$ cat src/rtl/dp_pkg.sv
// Shared datapath definitions: add/sub opcode encoding and the result flag bundle.
package dp_pkg;

    localparam logic OP_ADD = 1'b0;
    localparam logic OP_SUB = 1'b1;

    typedef struct packed {
        logic cout;
        logic ovf;
        logic zero;
    } flags_t;

endpackage

$ cat src/rtl/add_slice.sv
// One pipeline stage of pipe_add: sums slice IDX of the operands with the incoming carry and
// registers the whole operand/partial-sum word so later stages can continue the addition.
module add_slice
    import dp_pkg::*;
#(
    parameter int WIDTH = 16,
    parameter int CHUNK = 8,
    parameter int IDX   = 0
) (
    input  logic             clk,
    input  logic             rst_n,
    input  logic             en,
    input  logic             valid,
    input  logic [WIDTH-1:0] a,
    input  logic [WIDTH-1:0] b,
    input  logic [WIDTH-1:0] sum_acc,
    input  logic             cin,
    output logic [WIDTH-1:0] sum_next,
    output logic             carry_next,
    output logic             valid_reg,
    output logic [WIDTH-1:0] a_reg,
    output logic [WIDTH-1:0] b_reg,
    output logic [WIDTH-1:0] sum_reg,
    output logic             carry_reg
);

    localparam int LO = IDX * CHUNK;

    logic [CHUNK:0] part;

    assign part = {1'b0, a[LO +: CHUNK]} + {1'b0, b[LO +: CHUNK]} + {{CHUNK{1'b0}}, cin};

    // Lower slices already hold their sums; this stage fills in its own slice.
    always_comb begin
        sum_next               = sum_acc;
        sum_next[LO +: CHUNK]  = part[CHUNK-1:0];
    end

    assign carry_next = part[CHUNK];

    always_ff @(posedge clk or negedge rst_n) begin
        if (!rst_n) begin
            valid_reg <= 1'b0;
            a_reg     <= '0;
            b_reg     <= '0;
            sum_reg   <= '0;
            carry_reg <= 1'b0;
        end else if (en) begin
            valid_reg <= valid;
            if (valid) begin
                a_reg     <= a;
                b_reg     <= b;
                sum_reg   <= sum_next;
                carry_reg <= carry_next;
            end
        end
    end

endmodule

$ cat src/rtl/pipe_add.sv
// Pipelined add/subtract unit, STAGES cycles of latency, valid/ready on both sides.
// Define PIPE_ADD_SAT_EN to clamp overflowing results to the signed max/min.
module pipe_add
    import dp_pkg::*;
#(
    parameter int WIDTH  = 16,
    parameter int STAGES = 2
) (
    input  logic             clk,
    input  logic             rst_n,
    input  logic             in_valid,
    output logic             in_ready,
    input  logic             op,
    input  logic [WIDTH-1:0] in1,
    input  logic [WIDTH-1:0] in2,
    output logic             out_valid,
    input  logic             out_ready,
    output logic [WIDTH-1:0] out,
    output logic             cout,
    output logic             ovf,
    output logic             zero
);

    localparam int CHUNK = WIDTH / STAGES;
    localparam int LAST  = STAGES - 1;

    generate
        if ((WIDTH < 2) || (STAGES < 1) || (STAGES > WIDTH) || ((WIDTH % STAGES) != 0)) begin : g_param_check
            $error("pipe_add: WIDTH must be a multiple of STAGES with 1 <= STAGES <= WIDTH");
        end
    endgenerate

    logic                          adv;
    logic [STAGES-1:0]             v_src;
    logic [STAGES-1:0]             v_reg;
    logic [STAGES-1:0]             c_src;
    logic [STAGES-1:0]             c_reg;
    logic [STAGES-1:0]             c_next;
    logic [STAGES-1:0][WIDTH-1:0]  a_src;
    logic [STAGES-1:0][WIDTH-1:0]  b_src;
    logic [STAGES-1:0][WIDTH-1:0]  s_src;
    logic [STAGES-1:0][WIDTH-1:0]  a_reg;
    logic [STAGES-1:0][WIDTH-1:0]  b_reg;
    logic [STAGES-1:0][WIDTH-1:0]  s_reg;
    logic [STAGES-1:0][WIDTH-1:0]  s_next;

    // Whole pipeline moves in lockstep; any backpressure freezes every stage.
    assign adv       = !out_valid || out_ready;
    assign in_ready  = adv;
    assign out_valid = v_reg[LAST];

    // Subtraction is A + ~B + 1.
    assign a_src[0] = in1;
    assign b_src[0] = (op == OP_SUB) ? ~in2 : in2;
    assign c_src[0] = (op == OP_SUB);
    assign s_src[0] = '0;
    assign v_src[0] = in_valid;

    generate
        for (genvar gi = 0; gi < STAGES; gi++) begin : g_stage
            if (gi > 0) begin : g_link
                assign a_src[gi] = a_reg[gi-1];
                assign b_src[gi] = b_reg[gi-1];
                assign s_src[gi] = s_reg[gi-1];
                assign c_src[gi] = c_reg[gi-1];
                assign v_src[gi] = v_reg[gi-1];
            end

            add_slice #(
                .WIDTH (WIDTH),
                .CHUNK (CHUNK),
                .IDX   (gi)
            ) u_slice (
                .clk        (clk),
                .rst_n      (rst_n),
                .en         (adv),
                .valid      (v_src[gi]),
                .a          (a_src[gi]),
                .b          (b_src[gi]),
                .sum_acc    (s_src[gi]),
                .cin        (c_src[gi]),
                .sum_next   (s_next[gi]),
                .carry_next (c_next[gi]),
                .valid_reg  (v_reg[gi]),
                .a_reg      (a_reg[gi]),
                .b_reg      (b_reg[gi]),
                .sum_reg    (s_reg[gi]),
                .carry_reg  (c_reg[gi])
            );
        end
    endgenerate

    logic [WIDTH-1:0] raw_sum;
    logic [WIDTH-1:0] res_next;
    logic             a_msb;
    logic             b_msb;
    logic             ovf_next;
    flags_t           flags_next;
    flags_t           flags_reg;
    logic [WIDTH-1:0] out_reg;

    assign raw_sum  = s_next[LAST];
    assign a_msb    = a_src[LAST][WIDTH-1];
    assign b_msb    = b_src[LAST][WIDTH-1];
    assign ovf_next = (a_msb == b_msb) && (raw_sum[WIDTH-1] != a_msb);

`ifdef PIPE_ADD_SAT_EN
    localparam logic [WIDTH-1:0] SMAX = {1'b0, {(WIDTH-1){1'b1}}};
    localparam logic [WIDTH-1:0] SMIN = {1'b1, {(WIDTH-1){1'b0}}};

    // Overflow direction follows A's sign: positive A can only overflow upward.
    assign res_next = ovf_next ? (a_msb ? SMIN : SMAX) : raw_sum;
`else
    assign res_next = raw_sum;
`endif

    always_comb begin
        flags_next.cout = c_next[LAST];
        flags_next.ovf  = ovf_next;
        flags_next.zero = (res_next == '0);
    end

    // Result and flags only move when a real result enters the last stage, so bubbles keep them.
    always_ff @(posedge clk or negedge rst_n) begin
        if (!rst_n) begin
            out_reg   <= '0;
            flags_reg <= '0;
        end else if (adv && v_src[LAST]) begin
            out_reg   <= res_next;
            flags_reg <= flags_next;
        end
    end

    assign out  = out_reg;
    assign cout = flags_reg.cout;
    assign ovf  = flags_reg.ovf;
    assign zero = flags_reg.zero;

    // The last stage's operand/sum registers are superseded by out_reg/flags_reg.
    logic unused_bits;
    assign unused_bits = ^{a_reg[LAST], b_reg[LAST], s_reg[LAST], c_reg[LAST], s_next, c_next};

endmodule

$ cat config.mk
export PLATFORM = sky130hd
export DESIGN_NAME = pipe_add
export DESIGN_NICKNAME = d
export VERILOG_FILES = /design/src/rtl/dp_pkg.sv /design/src/rtl/add_slice.sv /design/src/rtl/pipe_add.sv
export SDC_FILE = /design/constraint.sdc
export NUM_CORES = 1
export LEC_CHECK = 0
export ABC_AREA = 1
export CORE_MARGIN = 4
export CORE_UTILIZATION = 35
export DETAILED_ROUTE_END_ITERATION = 16
export GPL_TIMING_DRIVEN = 0
export PLACE_DENSITY = 0.59
export RECOVER_POWER = 100
export SLEW_MARGIN = 20
export SYNTH_ARGS = -nofsm -noshare
export SYNTH_HDL_FRONTEND = slang
export SYNTH_SLANG_ARGS = --single-unit
$ cat constraint.sdc
create_clock -name clk -period 2.5 [get_ports clk]
set_clock_uncertainty 0.15 [all_clocks]
set_input_delay 0.375 -clock clk [delete_from_list [all_inputs] [get_ports clk]]
set_output_delay 0.375 -clock clk [all_outputs]
set_load 0.02 [all_outputs]
=== Yosys cells after proc, flatten, opt, wreduce, memory -nomap -nowiden ===
Index checks and enable logic that the tools add are counted.

* Register bits after elaboration: 62
* Latch bits: 0
* Memory bits (writable): 0
* ROM bits: 0
* Input port bits: 37
* Output and inout bits: 21
* Logic and storage cells: 24
* Memories: 0

* Add/subtract/negate cells: 4
* Multiply operators: 0
* Divide/modulo/power cells: 0
* Order comparisons: 0
* Equal/unequal tests: 2
* Shifts and indexed selects: 0
* Multiplexer cells: 1
* Bitwise gates (word level): 1
* Reduce and logical (&&, ||, !) cells: 6

{| class="wikitable"
|+ Operator list
! operator !! number
|-
| $add A8 B8 Y9 || 2
|-
| $add A9 B1 Y9 || 2
|-
| $logic_not A16 Y1 || 1
|-
| $mux W16 || 1
|-
| $not A16 Y16 || 1
|-
| $logic_and A1 B1 Y1 || 2
|-
| $reduce_and A2 Y1 || 1
|-
| $eq A1 B1 Y1 || 1
|-
| $logic_not A1 Y1 || 1
|-
| $logic_or A1 B1 Y1 || 1
|-
| $ne A1 B1 Y1 || 1
|}

=== Longest topological paths before layout ===
Gate-level depths: netlist (run 1).

* Depth after elaboration: 4
* Mapped depth: 13
* Mapped depth without buffers: 12

=== Hierarchy ===
A second synthesis (run 1) with hierarchy kept.

* Cells, all modules: 682
* Area total of the unflattened synthesis: 5,625.4 um^2

{| class="wikitable"
|+ By module, submodules not included
! module !! instances !! cells each !! area an instance (um^2) !! seq. area each (um^2)
|-
| add_slice (g_stage[0].u_slice) || 1 || 282 || 2,322.2 || 1,251.2
|-
| add_slice (g_stage[1].u_slice) || 1 || 282 || 2,318.5 || 1,251.2
|-
| pipe_add || 1 || 118 || 984.7 || 475.5
|}

=== Worst setup path after synthesis (run 1) ===
No wires, ideal clock.

* Path type: reg2reg
* Start point: register g_stage[0].u_slice.a_reg[8]
* End point: register flags_reg (netlist bit zero)
* Setup time: 0.065 ns
* Arrival time: 1.838 ns
* Data required time: 2.285 ns
* Path slack: 0.447 ns
* Cell stages (with the launch flop): 10
* Buffers on the path: 0
* Period minus slack after synthesis: 2.053 ns
* Cell sequence: dfrtp_1 -> fa_1 -> fa_1 -> xnor2_1 -> nand2_1 -> nor2_1 -> nand3_1 -> nor2_1 -> nand2_1 -> nand2_1

* Longest elaborated chain between the ends: 3

{| class="wikitable"
|+ RTL lines
! what !! line !! RTL
|-
| from (decl) || add_slice.sv:21 || <nowiki>output logic [WIDTH-1:0] a_reg,</nowiki>
|-
| from (signal assigned) || add_slice.sv:44 || <nowiki>a_reg <= '0;</nowiki>
|-
| from (signal assigned) || add_slice.sv:51 || <nowiki>a_reg <= a;</nowiki>
|-
| $add A8 B8 Y9 || add_slice.sv:31 || <nowiki>assign part = {1'b0, a[LO +: CHUNK]} + {1'b0, b[LO +: CHUNK]} + {{CHUNK{1'b0}}, cin};</nowiki>
|-
| $add A9 B1 Y9 || add_slice.sv:31 ||
|-
| $logic_not A16 Y1 || pipe_add.sv:120 || <nowiki>flags_next.zero = (res_next == '0);</nowiki>
|-
| to (signal assigned) || pipe_add.sv:130 || <nowiki>flags_reg <= flags_next;</nowiki>
|-
| to (decl) || pipe_add.sv:99 || <nowiki>flags_t flags_reg;</nowiki>
|}

No other way between the ends.
A chain may end at the register's enable or synchronous reset.

=== Worst setup path after layout (run 1) ===
* Start point: input port out_ready
* End point: output port in_ready

* Longest elaborated chain between the ends: 1

{| class="wikitable"
|+ RTL lines
! what !! line !! RTL
|-
| from (decl) || pipe_add.sv:17 || <nowiki>input logic out_ready,</nowiki>
|-
| $logic_or A1 B1 Y1 || pipe_add.sv:48 || <nowiki>assign adv = !out_valid || out_ready;</nowiki>
|-
| to (decl) || pipe_add.sv:12 || <nowiki>output logic in_ready,</nowiki>
|}

No other way between the ends.

==> results.cfg, run 1 <==
[placement]
dp_slack_ns = 0.230
hpwlAfterDp_mm = 4.62
port_buffers = 56
gp_congestion = 0.790

[synthesis]
synth_common_cells = nand2_1, dfrtp_1, inv_1, nor2_1, o21ai_0
syn_inst = 326
synth_ff_type = dfrtp_1
synth_edf_count = 0
synth_seq_cells = 46
yosys.cell_types.count = 29
synth.area.top_cells = dfrtp_1, nand2_1, ha_1
syn_area_mm2 = 0.00264
synth_top_area_share_pct = 43.6
yosysTopAreaCell = dfrtp_1
synth_fp_nets = 380
syn_area_per_cell_um2 = 8.10
yosys_warnings = 0
yosysMostFrequentCell = nand2_1
async_reset_ff_share_pct = 100
ys_seq_area_share_pct = 43.6

[worst_setup_path]
cpMostUsedCell = dlygate4sd3_1
crit_fanout = 5
regToRegEndpoint = zero
regToRegSetupSlack_ns = 0.25
cp_top_family = buffers and inverters
cpPeakStageDelay_ns = 0.70
worstSetupPathType = in2out
r2r_cells = 9
worst_setup_path_start_kind = primary input
path_cells = dlygate4sd3_1 -> clkinv_1 -> nand2_1 -> dlygate4sd3_1
crit_slowest_cell = dlygate4sd3_1
r2r_start = g_stage[0].u_slice.a_reg[8]
worstSetupEndpoint = in_ready
path_buf_inv = 3
worstSetupPathDepth = 4
critPathArrivalTime_ns = 1.80
crit_path_end_kind = output pin
crit_required_ns = 1.98
cp-startpoint = out_ready

[power]
power_density_mw_per_mm2 = 813
p_leak_nw = 1.69
peakVddDrop_v = 0.000276

[drt]
drt-wirelength-per-cell_um = 11.5
drtIter0Drc = 78
routed-via-count = 2228
via_per_inst = 4.54
ant_nets = 0
drc = 0
routed_wl_mm = 5.66
drt-pass1-iter-count = 4

[cts]
clk_root_buffer_cell = clkbuf_8
cts_sinks = 46
cts_tree = yes
cts_max_level = 2
cts_setup_buffers = 0
clk_pin_slew_ns = 0.09
cts_buffers = 5
clockBufferDepth = 2
insertion_delay_ns = 0.30

[sta]
fin_crit_sh_pct = 92.8
period_needed_ns = 2.32
hold_viol_final = 0
postLayoutSetupSlackWorst_ns = 0.180
slew_violations = 0
rsz0062_at_grt = false
maxClockFrequency_mhz = 431
setup_viol = 0
tightest_slew_ns = 1.11
relSlewSlack_pct = 26.0

[final_layout]
diodes = 0
final.fill_count = 784
drive_gt1_share_pct = 6.12
syn_to_final_growth_pct = 30.5
fin_util_pct = 47.3
nets = 445
largest_register_ffs = 16

[grt]
antenna_found_initial = 0
first_global_vias = 2142
grt_overflow = 0
grt_usage_pct = 13.8
grt_max_degree = 29
grt_pass1_wl_mm = 9.78

[floorplan]
pin_count = 58
initial_core_util_pct = 36.2
die_w_um = 94.9
dieArea_mm2 = 0.00900
rows = 31
core_area_mm2 = 0.00729
dieHeight_um = 94.9

[hold_path]
hold_class = in2reg

[job]
cap_violations = 0

[status]
status = finished, final reports clean
[cell usage in the layout (no fill, tap or decap), types with 7 or more instances in the layout]
cell type        netlist  layout
nand3_1                9       9
dlygate4sd3_1          0      24
nand2_1              116     120
xnor2_1               12      12
dfrtp_1               46      46
clkbuf_1               0       7
inv_1                 24      25
ha_1                  14      14
a21oi_1                7       7
o21ai_0               20      22
clkdlybuf4s50_1        0      32
nor2_1                20      20
xor2_1                 7       7
[cells by family after synthesis]
family | count (synthesis) | share of synthesized area, %
AND/OR/NAND/NOR | 166 | 26.3
AO/OA/AOI/OAI | 40 | 8.53
XOR/XNOR | 19 | 6.30
buffers and inverters | 38 | 6.40
flip-flops | 46 | 43.6
adder cells (fa/ha/maj) | 17 | 8.91
[worst register-to-register path: cells and delay by family (launching register included)]
family                   cells  cell delay [ns]
adder cells (fa/ha/maj)      2             0.93
AND/OR/NAND/NOR              6             0.47
flip-flops                   1             0.40
XOR/XNOR                     1             0.25
[area by class of cell]
type	count	area [µm²]	area share (%)
Clock inverter	3	45.0	1.31
Multi-Input combinational cell	242	1310	38.1
Timing Repair Buffer	58	584	17.0
Inverter	29	109	3.16
Clock buffer	5	68.8	2.00
Tap cell	99	124	3.59
Buffer	9	52.6	1.53
Sequential cell	46	1150	33.4
[through the flow]
stage	std cells	TNS [ns]	instance area, µm²	hold slack [ns]	power [mW]
after floorplan	326	0	2640	-0.0706	1.84
after global placement	481	-16.83	3330	0.314	2.32
after detailed placement	482	0	3340	0.202	2.35
after CTS	491	0	3460	0.246	2.90
after global routing	491	0	3450	0.268	3.05
final	491	0	3450	0.241	2.80
[power breakdown]
group | internal [mW] | leakage [nW] | switching (mW)
registers | 0.953 | 0.562 | 0.127
logic | 0.506 | 1.07 | 0.668
clock network | 0.297 | 0.0504 | 0.249
[worst min-delay path by stage]
stage,start,to,slack (ns),cells after the start
6_report,op,g_stage[0].u_slice.b_reg[11],0.24,3
5_1_grt,op,g_stage[0].u_slice.b_reg[8],0.27,3
4_1_cts,op,g_stage[0].u_slice.b_reg[11],0.25,3
3_5_place_dp,rst_n,g_stage[0].u_slice.a_reg[12],0.20,1
3_3_place_gp,out[11],out[11],0.31,2
2_1_floorplan,rst_n,cout,-0.07,0
[per-layer routing]
metal  track usage [%]  up-vias  part of all wire (%)
met5                 0        -                     0
met1              19.1     1011                    49
li1                  -     1162                     -
met2              21.7       46                    44
met4              5.41        0                   1.6
met3              1.99        9                   5.1
[timing repair]
action / in CTS / in global routing
hold buffers: 1 / 0
resized for setup: 0 / 0
setup endpoints to repair: 0 / 0
hold endpoints to repair: 18 / 0
(Power assumes the default switching activity.)
==> inputs of run 2 (changes only) <==
CORE_ASPECT_RATIO = 0.6   (was default)
CORE_MARGIN = 5   (was 4)
==> run 2 against run 1 <==
Effect of this change: fmax is 0.76% higher; non-clock buffer count stayed put; wire length is 15% higher; sequential share of layout area is 0.37 points lower; utilization is 0.50 points higher; total power is 5.1% higher; final cell count is 0.81% higher; die area is 4.9% higher; clock-buffer cell count stayed put; sequential power hardly changed; highest routed layer unchanged.
==> results.cfg, run 2 (synthesis results as in run 1) <==
[status]
status = finished, final reports clean

[grt]
grt_overflow = 0
grt_usage_pct = 14.6
grt_pass1_wl_mm = 11.0
first_global_vias = 2262
antenna_found_initial = 0
grt_max_degree = 28

[floorplan]
initial_core_util_pct = 36.2
die_w_um = 122
dieArea_mm2 = 0.00944
core_area_mm2 = 0.00730
dieHeight_um = 77.3
rows = 24
pin_count = 58

[placement]
place_area_mm2 = 0.00335
dp_slack_ns = 0.163
gp_congestion = 0.812
hpwlAfterDp_mm = 5.26
placed_cells = 487
port_buffers = 56

[cts]
cts_buffers = 5
clk_root_buffer_cell = clkbuf_16
cts_setup_buffers = 0
clockBufferDepth = 2
cts_sinks = 46
cts_tree = yes
insertion_delay_ns = 0.28
cts_max_level = 2
clk_pin_slew_ns = 0.06

[final_layout]
nets = 445
finalNonFillerCells = 495
syn_to_final_growth_pct = 31.9
layout_common_cells = nand2_1, dfrtp_1, clkdlybuf4s50_1
final_common_cell = nand2_1
largest_register_ffs = 16
drive_gt1_share_pct = 6.91
diodes = 0
final_cell_area_mm2 = 0.00348

[sta]
tns_ns = 0
slew_violations = 0
hold_viol_final = 0
postLayoutSetupSlackWorst_ns = 0.197
relSlewSlack_pct = 21.9
tightest_slew_ns = 1.17
rsz0062_at_grt = false
fin_crit_sh_pct = 92.1
hold-worst-slack_ns = 0.273
setup_viol = 0
maxClockFrequency_mhz = 434
period_needed_ns = 2.30

[worst_setup_path]
regToRegSetupSlack_ns = 0.22
r2r_cells = 9
crit_required_ns = 1.98
r2r_start = g_stage[0].u_slice.a_reg[8]
critPathArrivalTime_ns = 1.78
crit_path_end_kind = output pin
cpMostUsedCell = dlygate4sd3_1
worst_setup_path_start_kind = primary input
worstSetupPathType = in2out
cpPeakStageDelay_ns = 0.69
crit_slowest_cell = dlygate4sd3_1
path_cells = dlygate4sd3_1 -> clkinv_1 -> nand2_1 -> dlygate4sd3_1
regToRegEndpoint = zero
crit_fanout = 5

[drt]
ant_nets = 0
via_per_inst = 4.55
drtIter0Drc = 119
drt-pass1-iter-count = 4
routed-via-count = 2253
drc = 0
drt-wirelength-per-cell_um = 13.1
routed_wl_mm = 6.49

[power]
p_leak_nw = 1.71
peakVddDrop_v = 0.000269
power_density_mw_per_mm2 = 844

[hold_path]
worstHoldPathCells = 3
hold_class = in2reg
worstHoldStart = op
min_to = g_stage[0].u_slice.b_reg[15]

[job]
cap_violations = 0
-- run 2: cell type report --
class,instances,area [µm²]
fillers,759,3810
multi-input cells,242,1320
flip-flops and latches,46,1150
repair buffers,58,584
well taps,104,130
clock buffers,5,125
inverters,29,109
plain buffers,9,53.8
clock inverters,2,10.0
-- run 2: worst max-delay path by stage --
stage | slack (ns) | end | cells after the start | start
2_1_floorplan | 0.45 | zero | 9 | g_stage[0].u_slice.a_reg[8]
3_3_place_gp | -0.37 | g_stage[0].u_slice.sum_reg[0] | 1 | rst_n
3_5_place_dp | 0.16 | zero | 9 | g_stage[0].u_slice.a_reg[8]
4_1_cts | 0.14 | zero | 9 | g_stage[0].u_slice.a_reg[8]
5_1_grt | 0.02 | zero | 9 | g_stage[0].u_slice.a_reg[8]
6_report | 0.20 | in_ready | 4 | out_ready
-- run 2: critical path: cells and delay by family --
family,cells,cell delay (ns)
simple gates,1,0.13
buf+inv,3,1.27
-- run 2: per-layer routing --
layer / global-route usage, % / wire [µm]
met4: 3.58 / 61
met3: 3.60 / 480
met5: 0 / 0
met2: 19.9 / 2470
met1: 22.8 / 3470
-- run 2: power breakdown --
part           leakage (nW)  total, mW  switching, mW  internal [mW]
combinational          1.08       1.23          0.708          0.517
sequential            0.562       1.09          0.136          0.955
clock                0.0694      0.626          0.265          0.361
-- run 2: what timing repair did --
| action | 4_1_cts | 5_1_grt |
|---|---|---|
| setup endpoints to repair | 0 | 1 |
| hold buffers | 1 | 0 |
| resized for setup | 0 | 1 |
| endpoints found under the hold margin | 19 | 0 |
-- run 2: metrics by stage --
step	utilization, %	total power, mW
final	47.8	2.94
after global routing	47.8	3.18
after CTS	47.9	3.02
after detailed placement	45.9	2.39
after global placement	45.7	2.35
after floorplan	-	1.84
==> edit 1, RTL diff (flow settings as in run 2) <==
Build with the macro `PIPE_ADD_SAT_EN` defined.
--- a/src/rtl/pipe_add.sv
+++ b/src/rtl/pipe_add.sv
@@ -1,5 +1,7 @@
 // Pipelined add/subtract unit, STAGES cycles of latency, valid/ready on both sides.
 // Define PIPE_ADD_SAT_EN to clamp overflowing results to the signed max/min.
+`define PIPE_ADD_SAT_EN
+
 module pipe_add
     import dp_pkg::*;
 #(
Function: changed (a bounded check fails within 4 cycles, from zero or initial values and one cycle with rst_n low).
==> edit 1 against run 2 <==
  * Wire length shrank 8.5%
  * Design area grew 0.75%
  * Non-clock buffer count grew 1
  * Sequential share of layout area shrank 0.25 points
  * Total power grew 7.9%
  * Setup slack lost 1.5 ps
  * Clock power shrank 2%
  * Critical endpoint is now zero
  * Area after synthesis grew 1.2%
  * Sequential cell count is the same
==> edit 1: results (changes against run 2) <==
Compound-Gate Fraction of Synth Area 0.135 (+0.0500); Pint 1.95 mW (+6.3%); post-synth cell types 30 (+3.4%); Synth area leaders dfrtp_1 (43%), nand2_1 (11%), ha_1 (6.6%); GRT met2 Usage 0.183 (-0.0168); status finished, final reports clean; hold-critical path depth 2 (-1); Met3 Wirelength 354 um (-26%); critical path class reg -> reg; WL met2 2.24 mm (-9.1%); Worst Hold Path EP g_stage[1].u_slice.valid_reg; post-synthesis adder-cell area fraction 0.0880 (-0.00108); total power 3.17 mW (+7.9%); commonest cells in the netlist nand2_1 (78), dfrtp_1 (46), nor2_1 (30); number of global-route vias before repair 2144 (-5.2%); Final Wtd Congestion 0.798 (-1.7%); LEAKAGE 1.62 nW (-5.4%); M1 WL 3.31 mm (-4.6%); placed cell count 471 (-3.3%); drt initial violations 127 (+6.7%); P_comb 1.44 mW (+17%); CP max FO 10 (+5); Routed WL 5.94 mm (-8.5%); actual slew at the worst max-slew pin 1490 ps (+314 ps); worst reg2reg path depth 13 (+4); GR Util met3 0.0349 (-0.00115); sequential area share after synthesis 0.431 (-0.00530); XOR/XNOR Fraction of Synth Area 0.0688 (+0.00578); post-synth net total 364 (-4.2%); Synth top area share 0.431 (-0.00530); global-route wire length before repair 10.5 mm (-4.9%); CP startpoint g_stage[0].u_slice.a_reg[8]; slowest stage cell on the critical path fa_1; flop2flop setup slack 200 ps (-20 ps); Arr. time, crit path 2370 ps (+590 ps); FILL cells 736 (-3.0%); GRT Util Overall 0.136 (-0.0104); M1 GR Usage 0.217 (-0.0106)
[edit 1: cell count changes in the layout (fill, tap and decap cells not counted), moves of 3 or more]
cell / delta
nand2_1: -34
a21oi_2: +10
nor2_1: +10
inv_1: -8
a21oi_1: +7
nand2_2: +5
nand3b_1: -4
nand4_1: -4
xor2_1: +4
o21ai_1: +3
[edit 1: cell type report]
class	count	area [um^2]	share of cell area
multi-input cells	235	1370	0.390
well taps	104	130	0.0371
plain buffers	10	63.8	0.0182
flip-flops and latches	46	1150	0.328
inverters	19	71.3	0.0203
clock buffers	7	133	0.0378
repair buffers	58	592	0.169
[edit 1: timing repair]
| item | 4_1_cts | 5_1_grt |
|---|---|---|
| endpoints found under the hold margin | 25 | 0 |
| resized for setup | 0 | 4 |
| hold buffers | 1 | 0 |
| setup endpoints to repair | 0 | 3 |
[edit 1: critical path, delay by kind of cell (launching register included)]
family                   cells  cell delay (ps)
adder cells (fa/ha/maj)      1              470
flip-flops                   1              400
buffers and inverters        1              240
AND/OR/NAND/NOR             11             1000
==> edit 2, RTL diff (flow settings as in run 2) <==
Without the edit above. Make the reset (`rst_n`) synchronous in 2 clocked blocks.
--- a/src/rtl/add_slice.sv
+++ b/src/rtl/add_slice.sv
@@ -38,7 +38,7 @@
 
     assign carry_next = part[CHUNK];
 
-    always_ff @(posedge clk or negedge rst_n) begin
+    always_ff @(posedge clk) begin
         if (!rst_n) begin
             valid_reg <= 1'b0;
             a_reg     <= '0;
--- a/src/rtl/pipe_add.sv
+++ b/src/rtl/pipe_add.sv
@@ -121,7 +121,7 @@
     end
 
     // Result and flags only move when a real result enters the last stage, so bubbles keep them.
-    always_ff @(posedge clk or negedge rst_n) begin
+    always_ff @(posedge clk) begin
         if (!rst_n) begin
             out_reg   <= '0;
             flags_reg <= '0;
Function: differs if rst_n is asserted again (counterexample within 4 cycles, from zero or initial values and one cycle with rst_n low); with rst_n held inactive, the same outputs for 10 cycles.
==> edit 2 against run 2 <==
  * Critical path depth rose by 5
  * Critical path type is now reg -> reg
  * Setup slack improved by 8.7 ps
  * Sequential cell count did not move
  * Wire length fell by 2.4%
  * Design area fell by 6.4%
  * Area after synthesis fell by 6.3%
  * First-iteration DRC count fell by 4.2%
Power is not compared: it rests on default switching activity, and its combinational part moved more than twofold at a synthesized area within 25%.
==> edit 2: results (changes against run 2) <==
Crit Reg-Reg Startpoint g_stage[0].u_slice.a_reg[8]; pin count of the biggest net entering global routing 15 (-46%); critical path class reg -> reg; FILL cells 682 (-10%); worst reg2reg path depth 9 (unchanged); H-tree depth 2 (unchanged); layout cells sized above 1 0.0354 (-0.0337); GRT Util Overall 0.153 (+0.00687); number of nets in the layout 449 (+0.90%); status finished, final reports clean; slowest stage cell on the critical path fa_1; post-synth net total 386 (+1.6%); cell family with most CP delay adder cells; LEAKAGE 1.51 nW; drt first pass iters 4 (unchanged); global-route wire length before repair 11.0 mm (-0.56%); sequential area share after synthesis 0.372 (-0.0639); non-filler cells, final 483 (-2.4%); Slowest Stage Delay on Critical Path 500 ps (-190 ps); syn avg cell area 7.46 um^2 (-7.9%); share of synthesized registers carrying an async set or reset 0 (-1.00); Arr. time, crit path 2360 ps (+580 ps); number of global-route vias before repair 2275 (+0.57%); CP max FO 3 (-2); CP endpoint zero; detailed placement HPWL 4.99 mm (-5.1%); Routed WL 6.33 mm (-2.4%); Synth area leaders dfxtp_1 (37%), o21ai_0 (8.1%), ha_1 (7.1%); drt initial violations 114 (-4.2%); DR vias/cell 4.70 (+3.3%); Final Wtd Congestion 0.840 (+3.4%); maximum vdd drop 271 uV; Hold/Removal Path Class reg -> reg; post-synth cell types 32 (+10%); relative slew slack 0.640 (+0.421)
-- edit 2: power groups by stage --
stage	Clock (mW)	Combinational (mW)	Sequential, mW
final	0.644	0.514	0.831
after global routing	0.695	0.588	0.839
after CTS	0.651	0.531	0.833
after detailed placement	0	0.526	0.849
after global placement	0	0.522	0.849
after floorplan	0	0.309	0.869
-- edit 2: layout make-up --
| type | count | share of cell area |
|---|---|---|
| Multi-Input combinational cell | 238 | 0.411 |
| Timing Repair Buffer | 56 | 0.172 |
| Buffer | 13 | 0.0180 |
| Sequential cell | 46 | 0.282 |
| Clock inverter | 2 | 0.00422 |
| Tap cell | 87 | 0.0334 |
| Inverter | 35 | 0.0403 |
| Clock buffer | 6 | 0.0395 |
-- edit 2: per-stage QoR --
stage	cell area, um^2	util	setup slack, ps	power, mW	hold WS [ps]
floorplan	2480	-	356	1.18	290
CTS	3290	0.486	221	2.01	316
global placement	3150	0.465	192	1.37	324
detailed placement	3150	0.465	159	1.37	313
finish	3260	0.483	206	1.99	326
global route	3260	0.483	34.9	2.12	354
-- edit 2: kinds of logic after synthesis --
kind of cell,synth area share
buffers and inverters,0.0803
xor gates and xnor gates,0.0743
and+or+nand+nor,0.203
DFF,0.372
adders and majority gates,0.0950
AOI/OAI and AO/OA,0.175
-- edit 2: metal layers --
layer | global-route usage | up-vias | routed length (um)
li1 | - | 1218 | -
met2 | 0.226 | 54 | 2490
met1 | 0.222 | 994 | 3410
met5 | 0 | - | 0
met4 | 0.0189 | 0 | 19
met3 | 0.0533 | 5 | 407
-- edit 2: worst min path at each step --
stage / end / cells after the start / slack, ps / from
floorplan: out[0] / 2 / 290 / g_stage[0].u_slice.sum_reg[0]
global placement: g_stage[0].u_slice.a_reg[10] / 2 / 320 / g_stage[0].u_slice.a_reg[10]
detailed placement: out[7] / 2 / 310 / g_stage[0].u_slice.sum_reg[7]
CTS: g_stage[0].u_slice.b_reg[9] / 3 / 320 / op
global route: out[7] / 2 / 350 / g_stage[0].u_slice.sum_reg[7]
finish: out[8] / 2 / 330 / out[8]
-- edit 2: tightest hold or removal path, stage by stage (launching register included) --
cell     delay (ps)
dfxtp_1         320
nor2_1           40
nor2_1           80
